## config.mk

```make
export PLATFORM = sky130hd
export DESIGN_NAME = dh_shared_key
export DESIGN_NICKNAME = d
export VERILOG_FILES = /design/src/rtl/dh_shared_key.sv
export SDC_FILE = /design/constraint.sdc
export NUM_CORES = 1
export LEC_CHECK = 0
export BUFFER_PORTS_ARGS = -buffer_cell sky130_fd_sc_hd__clkbuf_2
export CAP_MARGIN = 20
export CORE_ASPECT_RATIO = 1.5
export CORE_MARGIN = 5
export CORE_UTILIZATION = 45
export CTS_BUF_LIST = sky130_fd_sc_hd__clkbuf_8 sky130_fd_sc_hd__clkbuf_16
export CTS_CLUSTER_DIAMETER = 200
export CTS_CLUSTER_SIZE = 10
export DETAILED_ROUTE_END_ITERATION = 10
export HOLD_SLACK_MARGIN = 0.05
export PLACE_DENSITY = 0.65
export SETUP_SLACK_MARGIN = 0.3
export SLEW_MARGIN = 5
export SYNTH_ARGS = -nofsm -noshare
export SYNTH_HDL_FRONTEND = slang
export SYNTH_SLANG_ARGS = --single-unit
```

## constraint.sdc

```tcl
create_clock -name clk -period 6.35 [get_ports clk]
set_clock_uncertainty 0.15 [all_clocks]
set_input_delay 0.635 -clock clk [delete_from_list [all_inputs] [get_ports clk]]
set_output_delay 0.635 -clock clk [all_outputs]
set_load 0.02 [all_outputs]
```

## src/rtl/dh_shared_key.sv

```systemverilog
// Diffie-Hellman shared key K = R2^x mod p via left-to-right square-and-multiply
// with bit-serial interleaved modular multiplies. Option: DH_KEY_SKIP_LZ_EN skips leading zeros of x.
module dh_shared_key #(
   parameter int W  = 32,
   parameter int EW = 32
) (
   input  logic          clk,
   input  logic          rst,
   input  logic          st,
   input  logic [W-1:0]  r_in,
   input  logic [EW-1:0] x,
   input  logic [W-1:0]  p,
   output logic          busy,
   output logic          done,
   output logic [W-1:0]  key,
   output logic          err
);

   localparam int CW = (W > 1) ? $clog2(W) : 1;
   localparam int RW = $clog2(EW + 1);

   typedef enum logic [2:0] {
      S_IDLE, S_RED, S_SQR, S_MUL, S_FIN, S_ERR
   } state_t;

   state_t        state_q, state_d;
   logic [W-1:0]  r_q, r_d;
   logic [W-1:0]  a_q, a_d;
   logic [W-1:0]  b_q, b_d;
   logic [W-1:0]  p_q, p_d;
   logic [W-1:0]  base_q, base_d;
   logic [W-1:0]  acc_q, acc_d;
   logic [W-1:0]  key_q, key_d;
   logic [EW-1:0] xs_q, xs_d;
   logic [RW-1:0] rem_q, rem_d;
   logic [CW-1:0] cnt_q, cnt_d;
   logic          done_q, done_d;
   logic          err_q, err_d;

   // One interleaved shift-add step: r = (2r mod p + a_msb*b) mod p.
   logic [W:0]   dbl, pw, dbl_red, sum;
   logic [W-1:0] res;
   logic         last;

   always_comb begin
      pw      = {1'b0, p_q};
      dbl     = {r_q, 1'b0};
      dbl_red = (dbl >= pw) ? dbl - pw : dbl;
      sum     = dbl_red + (a_q[W-1] ? {1'b0, b_q} : '0);
      res     = (sum >= pw) ? W'(sum - pw) : sum[W-1:0];
      last    = (cnt_q == '0);
   end

`ifdef DH_KEY_SKIP_LZ_EN
   // Number of exponent bits from the MSB set bit down to bit 0.
   logic [RW-1:0] x_len;
   always_comb begin
      x_len = '0;
      for (int i = 0; i < EW; i++) begin
         if (x[i]) x_len = RW'(i + 1);
      end
   end
`endif

   always_comb begin
      state_d = state_q;
      r_d     = r_q;
      a_d     = a_q;
      b_d     = b_q;
      p_d     = p_q;
      base_d  = base_q;
      acc_d   = acc_q;
      key_d   = key_q;
      xs_d    = xs_q;
      rem_d   = rem_q;
      cnt_d   = cnt_q;
      done_d  = 1'b0;
      err_d   = err_q;

      case (state_q)
         S_IDLE: begin
            if (st) begin
               err_d = 1'b0;
               p_d   = p;
               a_d   = r_in;
               b_d   = W'(1);
               r_d   = '0;
               cnt_d = CW'(W - 1);
`ifdef DH_KEY_SKIP_LZ_EN
               xs_d  = x << (EW - int'(x_len));
               rem_d = x_len;
`else
               xs_d  = x;
               rem_d = RW'(EW);
`endif
               state_d = (p[W-1:1] == '0) ? S_ERR : S_RED;
            end
         end

         S_RED, S_SQR, S_MUL: begin
            r_d   = res;
            a_d   = a_q << 1;
            cnt_d = cnt_q - CW'(1);
            if (last) begin
               r_d   = '0;
               cnt_d = CW'(W - 1);
               if (state_q == S_RED) begin
                  base_d = res;
                  acc_d  = W'(1);
                  a_d    = W'(1);
                  b_d    = W'(1);
                  state_d = (rem_q == '0) ? S_FIN : S_SQR;
               end else begin
                  acc_d = res;
                  if (state_q == S_SQR && xs_q[EW-1]) begin
                     a_d     = res;
                     b_d     = base_q;
                     state_d = S_MUL;
                  end else begin
                     // Current exponent bit finished; move to the next one.
                     xs_d  = xs_q << 1;
                     rem_d = rem_q - RW'(1);
                     a_d   = res;
                     b_d   = res;
                     state_d = (rem_q == RW'(1)) ? S_FIN : S_SQR;
                  end
               end
            end
         end

         S_FIN: begin
            done_d  = 1'b1;
            key_d   = acc_q;
            state_d = S_IDLE;
         end

         S_ERR: begin
            done_d  = 1'b1;
            err_d   = 1'b1;
            key_d   = '0;
            state_d = S_IDLE;
         end

         default: state_d = S_IDLE;
      endcase
   end

   always_ff @(posedge clk) begin
      if (!rst) begin
         state_q <= S_IDLE;
         r_q     <= '0;
         a_q     <= '0;
         b_q     <= '0;
         p_q     <= '0;
         base_q  <= '0;
         acc_q   <= '0;
         key_q   <= '0;
         xs_q    <= '0;
         rem_q   <= '0;
         cnt_q   <= '0;
         done_q  <= 1'b0;
         err_q   <= 1'b0;
      end else begin
         state_q <= state_d;
         r_q     <= r_d;
         a_q     <= a_d;
         b_q     <= b_d;
         p_q     <= p_d;
         base_q  <= base_d;
         acc_q   <= acc_d;
         key_q   <= key_d;
         xs_q    <= xs_d;
         rem_q   <= rem_d;
         cnt_q   <= cnt_d;
         done_q  <= done_d;
         err_q   <= err_d;
      end
   end

   assign busy = (state_q != S_IDLE);
   assign done = done_q;
   assign key  = key_q;
   assign err  = err_q;

endmodule

```

# [After elaboration in Yosys (flattened, before gate mapping)]
# Cells that the tools add are included.
[totals] reg_bits=272 latchBits=0 ramBits=0 rom_bits=0 input_bits=99 n_memories=0
[classes] addsub=5 mul=0 n_div=0 order_cmp=2 n_eq_ne=10 shift=0 n_mux=40 n_bitwise=0 n_reduce_logical=19
[ops] op="32-bit two-way mux" count=15
[ops] op="32-bit one-hot mux with 2 select lines" count=5
[ops] op="33-bit by 32-bit >= comparator with 1-bit output" count=2
[ops] op="33-bit by 32-bit adder with 33-bit output" count=1
[ops] op="33-bit two-way mux" count=1
[ops] op="33-bit by 32-bit subtractor with 33-bit output" count=1
[ops] op="32-bit subtractor" count=1
[ops] op="31-bit zero test" count=1
[ops] op="6-bit two-way mux" count=4
[ops] op="3-bit two-way mux" count=7
[ops] op="6-bit one-hot mux with 2 select lines" count=1
[ops] op="5-bit two-way mux" count=2
[ops] op="5-bit one-hot mux with 2 select lines" count=1
[ops] op="2-bit AND reduction" count=5
[ops] op="2-bit != test (second input constant)" count=4
[ops] op="3-bit by 2-bit == test with 1-bit output (second input constant)" count=2
[ops] op="3-bit == test (second input constant)" count=2
[ops] op="6-bit by 1-bit == test with 1-bit output (second input constant)" count=1
[ops] op="6-bit zero test" count=1
[ops] op="3-bit one-hot mux with 2 select lines" count=1
[ops] op="3-bit AND reduction" count=2
[ops] op="2-bit nonzero test" count=3
[ops] op="6-bit by 1-bit subtractor with 6-bit output (second input constant)" count=1
[ops] op="5-bit zero test" count=1
[ops] op="other kinds (10)" count=11

# [Logic depth before layout (Yosys ltp)]
# Gate-level depths: netlist of the first run.
[logic_depth] ltp_word=9 mapped_depth=35

# [Least setup slack after synthesis of the first run]
# OpenSTA, ideal clock, no wires.
[synth_path] kind="flip-flop to flip-flop" startpoint="register p_q[1]" endpoint="register b_q[10]" setup_time_ns=0.134 arrival_ns=6.493 required_ns=6.066 setup_slack_ns=-0.426 stages_incl_launch_ff=34 path_cell_list="dfxtp_1 -> inv_1 -> ha_1 -> nor2b_1 -> o211ai_1 -> a31oi_1 -> o31ai_2 -> o32ai_1 -> nor2_1 -> clkbuf_1 -> nand2_1 -> o21ai_0 -> ha_1 -> nor2b_1 -> o31a_1 -> or4_4 -> nand2_2 -> a21oi_1 -> a21o_1 -> a21oi_1 -> xnor2_1 -> ha_1 -> clkbuf_1 -> a21oi_1 -> o21ai_1 -> a31oi_1 -> o211ai_1 -> o21ai_1 -> a21boi_0 -> or2_2 -> clkbuf_1 -> o211a_1 -> nor2_1 -> o22ai_1"
[synth_between] elab_chain_cells=9
[synth_lines] item="start, declared" line="30" source="logic [W-1:0] p_q, p_d;"
[synth_lines] item="start signal, assigned" line="168" source="p_q <= p_d;"
[synth_lines] item="33-bit by 32-bit subtractor with 33-bit output or 33-bit by 32-bit >= comparator with 1-bit output (tied branches)" line="48" source="dbl_red = (dbl >= pw) ? dbl - pw : dbl;"
[synth_lines] item="33-bit two-way mux" line="48"
[synth_lines] item="33-bit by 32-bit adder with 33-bit output" line="49" source="sum = dbl_red + (a_q[W-1] ? {1'b0, b_q} : '0);"
[synth_lines] item="32-bit subtractor or 33-bit by 32-bit >= comparator with 1-bit output (tied branches)" line="50" source="res = (sum >= pw) ? W'(sum - pw) : sum[W-1:0];"
[synth_lines] item="32-bit two-way mux *" line="50"
[synth_lines] item="32-bit two-way mux *" line="115" source="if (state_q == S_SQR && xs_q[EW-1]) begin"
[synth_lines] item="32-bit two-way mux *" line="107" source="if (state_q == S_RED) begin"
[synth_lines] item="32-bit two-way mux *" line="104" source="if (last) begin"
[synth_lines] item="32-bit one-hot mux with 2 select lines *" line="80" source="case (state_q)"
[synth_lines] item="end signal, assigned" line="153" source="b_q <= '0;"
[synth_lines] item="end signal, assigned" line="167" source="b_q <= b_d;"
[synth_lines] item="end, declared" line="29" source="logic [W-1:0] b_q, b_d;"
# Every way passes the cells marked *; elsewhere a longest branch is shown, timed or not. The select of a mux whose other input is x is not followed.
# A chain may end at the register's enable or synchronous reset.

# [Final worst setup path of the first run]
[layout_path] startpoint="register p_q[1]" endpoint="register b_q[29]"
# The elaborated chain is that of the path after synthesis.

==> impl_metrics.tcl, run 1 <==
set metrics [dict create \
    cts.sinks 272 \
    grt_pass1_vias 17710 \
    reg2reg_depth 34 \
    max_slew_margin_pct 17.70 \
    drc 0 \
    drtPass1Iterations 5 \
    rsz0062_at_grt "yes" \
    place_worst_setup_slack_ns -0.9418 \
    drv_cap 0 \
    clk_latency_ns 0.60 \
    fmax_ghz 0.1449 \
    synth_ff_type "dfxtp_1" \
    r2r_slack_ns -0.55 \
    root_buffer "clkbuf_16" \
    ys_seq_elements 272 \
    crit_required_ns 6.60 \
    synthCells 2064 \
    setup_viol 160 \
    wl_per_cell_um 20.18 \
    synth_cell_types 82 \
    antennaDiodeCount 0 \
    worst_hold_path_type "input pin to register" \
    via_per_inst 5.772 \
    ys_async_sr_fraction_pct 0 \
    tightest_slew_ns 1.231 \
    h-tree-depth 1 \
    startpoint "p_q[1]" \
    syn_area_um2 16090 \
    drive_above_1_share_pct 37.06 \
    synth_warnings 0 \
    tritoncts "built" \
    grt_usage_pct 29.72 \
    vias 17720 \
    finalCritPeriodShare_pct 108.7 \
    crit_fanout 8 \
    die_x_um 164.4 \
    synth_nets 2265 \
    synth_edf_count 0 \
    arrival_ns 7.15 \
    synth_xor_area_share_pct 4.519 \
    worst_path_max_delay_cell "or4_4" \
    coreArea_um2 35210 \
    rr_endpoint "b_q[29]" \
    syn_avg_cell_area_um2 7.794 \
    cp-start-kind "register" \
    grt_max_degree 77 \
    final_cell_mix "buf_4 (431), nand2_1 (291), dfxtp_1 (260), nor2_1 (143), a21oi_1 (137)" \
    cts_buffer_depth 3 \
    cts_inserted_buffers 31 \
    grt_pass1_wl_um 94870 \
    num_io_pins 134 \
    cpMostUsedCell "buf_12" \
    syn_to_final_growth_pct 44.71 \
    endpoint "b_q[29]" \
    status "finished with violations" \
    start_util_pct 45.69 \
    synthMuxAreaShare_pct 1.556 \
    numPortBuffers 133 \
    layout.nets 2796 \
    clk_pin_slew_ns 0.07 \
    slowest_delay_ns 0.47 \
    synth_fa_ha_area_share_pct 8.073 \
    die-area_um2 39710 \
    hold_viol 0 \
    die_h_um 241.6 \
    ys_seq_area_share_pct 33.85 \
    slew_viol_final 0 \
    crit_type "register to register" \
    dp.final_hpwl_um 46010 \
    whs_path_depth 3 \
    drt_iter0_markers 1130 \
    routabilityCongestion 0.9429 \
    r2r-start "p_q[1]" \
    synth-compound-area-share_pct 29.19 \
    antenna_found_initial 0 \
    synth_simple_gate_area_share_pct 18.28 \
    rows 84 \
    gr-total-overflow 0 \
    ant_nets 0 \
    totalWireLength_um 61930 \
    final_common_cell "buf_4" \
    crit_path_end_kind "register" \
    failed_checks "setup timing" \
    synth_top_family_by_area "compound AO/OA/AOI/OAI gates" \
    setup_ws_ns -0.5515 \
    min_period_ns 6.902 \
]
-- layer usage --
layer  up-vias  global-route usage [%]  routed length [um]
li1       8543                       -                   -
met3       127                   3.251                3018
met4         0                   10.89                2549
met1      8551                   36.88               25600
met5         -                       0                   0
met2       494                   52.58               30760
-- what timing repair did --
item                       4_1_cts  5_1_grt
pin swaps                      102       84
setup endpoints to repair      160      160
buffers inserted                36       14
resized for setup              263      159
gates cloned                     3        0
hold buffers                     0        0
-- sequential cells by signal (all words and copies together), names as in the netlist --
register and flops:
r_q 32, done 1, cnt_q 5, a_q 32, b_q 32, xs_q 32
acc_q 32, p_q 32, rem_q 6, key 32, state_q 3, base_q 32
err 1
-- Yosys cell counts (6+ instances only) --
cell type	count	area, um2
and2_1	37	231.5
o211ai_1	18	135.1
nor4_1	12	75.07
dfxtp_1	272	5445
xnor2_1	48	420.4
nor2_1	159	596.8
a21boi_1	6	45.04
clkbuf_1	110	412.9
ha_1	99	1239
nor2b_1	12	75.07
a21o_1	31	232.7
xor2_1	35	306.5
a22oi_1	68	510.5
or2_2	9	56.30
nor3_1	34	170.2
a221o_1	6	60.06
a21oi_1	187	935.9
o21a_1	17	127.6
buf_2	7	35.03
a31oi_1	16	100.1
o21ai_0	183	915.9
a22o_1	9	78.83
nand2_1	293	1100
mux2i_1	16	160.2
o221ai_1	8	70.07
a221oi_1	25	219.0
o22ai_1	30	187.7
a21boi_0	9	67.56
inv_1	68	255.2
or3_1	14	87.58
nand3_1	35	175.2
a311oi_1	34	297.8
nand2b_1	12	75.07
a211oi_1	7	52.55
nand4_1	15	93.84
o21ai_1	22	110.1
and3_1	8	50.05
-- worst min-delay path by stage --
stage	from	end	slack, ns
final	p[3]	p_q[3]	0.12
after detailed placement	acc_q[27]	acc_q[27]	0.30
after global placement	acc_q[27]	acc_q[27]	0.29
after floorplan	acc_q[10]	acc_q[10]	0.28
after global routing	p[3]	p_q[3]	0.12
after CTS	p[3]	p_q[3]	0.10
-- per-stage QoR --
stage               setup TNS, ns  area, um2  hold slack (ns)  util (%)  instances
finish                     -67.02      23280           0.1160     66.12       3069
global route              -114.67      23280           0.1229     66.12       3069
CTS                        -68.32      22440           0.1012     63.74       3055
detailed placement        -118.94      20350           0.2952     57.80       2982
global placement          -110.84      20340           0.2899     57.78       2981
floorplan                       0      16320           0.2759         -       2064
-- cell type report --
class | instances | area [um2]
clock inverter | 3 | 21.27
inverter | 69 | 264.0
tap | 473 | 591.8
clock buffer | 31 | 775.7
timing repair buffer | 616 | 4604
sequential | 272 | 5463
multi-input combinational | 1605 | 11560
fill | 2990 | 11930
-- critical path, delay by kind of cell (launching register included) --
family | cells | cell delay, ns
DFF | 1 | 0.36
adders and majority gates | 3 | 0.80
xor gates and xnor gates | 1 | 0.13
muxes | 1 | 0.38
AOI/OAI and AO/OA | 13 | 2.39
and+or+nand+nor | 9 | 1.59
buffers and inverters | 7 | 0.86
-- kinds of logic (layout without fill, tap and decap cells) --
logic type | count (synthesis) | after routing
mux | 23 | 23
compound gates | 735 | 735
flops | 272 | 272
fa+ha+maj | 102 | 102
simple gates | 660 | 662
buf+inv | 189 | 719
xor+xnor | 83 | 83
Power of run 1 is left out: the tool's default activity adds up to more than one toggle a clock period on the data nets, which glitch-free logic cannot reach.
==> inputs of run 2 (changes only) <==
--- a/config.mk
+++ b/config.mk
@@ -16,6 +16,7 @@
 export DETAILED_ROUTE_END_ITERATION = 10
 export HOLD_SLACK_MARGIN = 0.05
 export PLACE_DENSITY = 0.65
+export RECOVER_POWER = 100
 export SETUP_SLACK_MARGIN = 0.3
 export SLEW_MARGIN = 5
 export SYNTH_ARGS = -nofsm -noshare
==> impl_metrics.tcl, run 2 (same netlist as run 1, synthesis figures left out) <==
set metrics [dict create \
    tritoncts "built" \
    routabilityCongestion 0.9429 \
    grt_pass1_wl_um 94870 \
    dp.final_hpwl_um 46010 \
    finalCritPeriodShare_pct 108.6 \
    setup_tns_ns -65.58 \
    drtPass1Iterations 5 \
    path_buf_inv 7 \
    grt_use_met1_pct 36.88 \
    root_buffer "clkbuf_16" \
    gr-total-overflow 0 \
    antenna_found_initial 0 \
    drc 0 \
    crit_required_ns 6.60 \
    totalWireLength_um 62010 \
    clk_latency_ns 0.60 \
    worst_path_max_delay_cell "or4_4" \
    die-area_um2 39710 \
    ant_nets 0 \
    placed_cells_incl_taps 2982 \
    antennaDiodeCount 0 \
    cpMostUsedCell "buf_12" \
    num_io_pins 134 \
    rows 84 \
    start_util_pct 45.69 \
    post-route-util_pct 65.92 \
    drt_iter0_markers 1065 \
    layout.nets 2796 \
    status "finished with violations" \
    cp-start-kind "register" \
    hold_viol 0 \
    slowest_delay_ns 0.47 \
    drive_above_1_share_pct 35.40 \
    via_per_inst 5.769 \
    numPortBuffers 133 \
    grtUsageMet3_pct 3.251 \
    fmax_ghz 0.1450 \
    busiest_layer "met2" \
    wl_per_cell_um 20.21 \
    max_slew_margin_pct -46.78 \
    min_period_ns 6.897 \
    layout.cells.non_filler 3069 \
    final_cell_mix "buf_4 (428), nand2_1 (292), dfxtp_1 (260), nor2_1 (145), a21oi_1 (137)" \
    worst_hold_path_type "input pin to register" \
    cts.sinks 272 \
    cts_buffer_depth 3 \
    tightest_slew_ns 2.202 \
    h-tree-depth 1 \
    vias 17700 \
    crit_fanout 8 \
    die_x_um 164.4 \
    failed_checks "capacitance limit, slew limit, setup timing" \
    cts_inserted_buffers 31 \
    grt_usage_pct 29.72 \
    hold_slack_ns 0.1164 \
    grt_pass1_vias 17710 \
    final_common_cell "buf_4" \
    coreArea_um2 35210 \
    grtUsageMet2_pct 52.58 \
    crit_path_end_kind "register" \
    cp_top_family "compound AO/OA/AOI/OAI gates" \
    setup_viol 160 \
    die_h_um 241.6 \
    syn_to_final_growth_pct 44.29 \
    rsz0062_at_grt "yes" \
    arrival_ns 7.15 \
    crit_type "register to register" \
    drv_cap 3 \
    grt_max_degree 77 \
    setup_ws_ns -0.5467 \
    slew_viol_final 108 \
    clk_pin_slew_ns 0.07 \
]
==> run 2: cell type report <==
class | count | area, um2
Clock buffer | 31 | 775.7
Clock inverter | 3 | 21.27
Fill cell | 3008 | 12000
Inverter | 69 | 264.0
Multi-Input combinational cell | 1605 | 11550
Sequential cell | 272 | 5463
Tap cell | 473 | 591.8
Timing Repair Buffer | 616 | 4549
==> run 2: tightest hold or removal path, stage by stage <==
cell and delay, ns:
clkbuf_2 0.09, nand2_1 0.05, a21oi_1 0.05
==> run 2: through the flow <==
| stage | setup WS (ns) | instance area [um2] |
|---|---|---|
| final | -0.5467 | 23210 |
| after global routing | -0.8371 | 23210 |
| after detailed placement | -0.9418 | 20350 |
| after floorplan | 0.1388 | 16320 |
| after CTS | -0.5226 | 22440 |
| after global placement | -0.9279 | 20340 |
==> run 2: path summary, 6_finish.rpt <==
check | startpoint | to | slack, ns | depth (start not counted)
worst min register to register | p_q[6] | p_q[6] | 0.30 | 2
worst max-delay path | p_q[1] | b_q[29] | -0.55 | 34
worst max register to register | p_q[1] | b_q[29] | -0.55 | 34
worst min-delay path | p[3] | p_q[3] | 0.12 | 3
==> run 2: metal layers <==
metal / part of all wire, % / vias to the layer above
met5: 0 / -
met4: 4.2 / 0
met3: 5.2 / 135
met2: 50 / 519
met1: 41 / 8507
li1: - / 8543
==> run 2: what timing repair did <==
action | 4_1_cts | 5_1_grt
setup buffers | 36 | 14
gates resized for setup | 263 | 159
setup endpoints to repair | 160 | 160
cloned | 3 | 0
hold buffers | 0 | 0
pin swaps | 102 | 84
Power of run 2 is left out for the same reason.
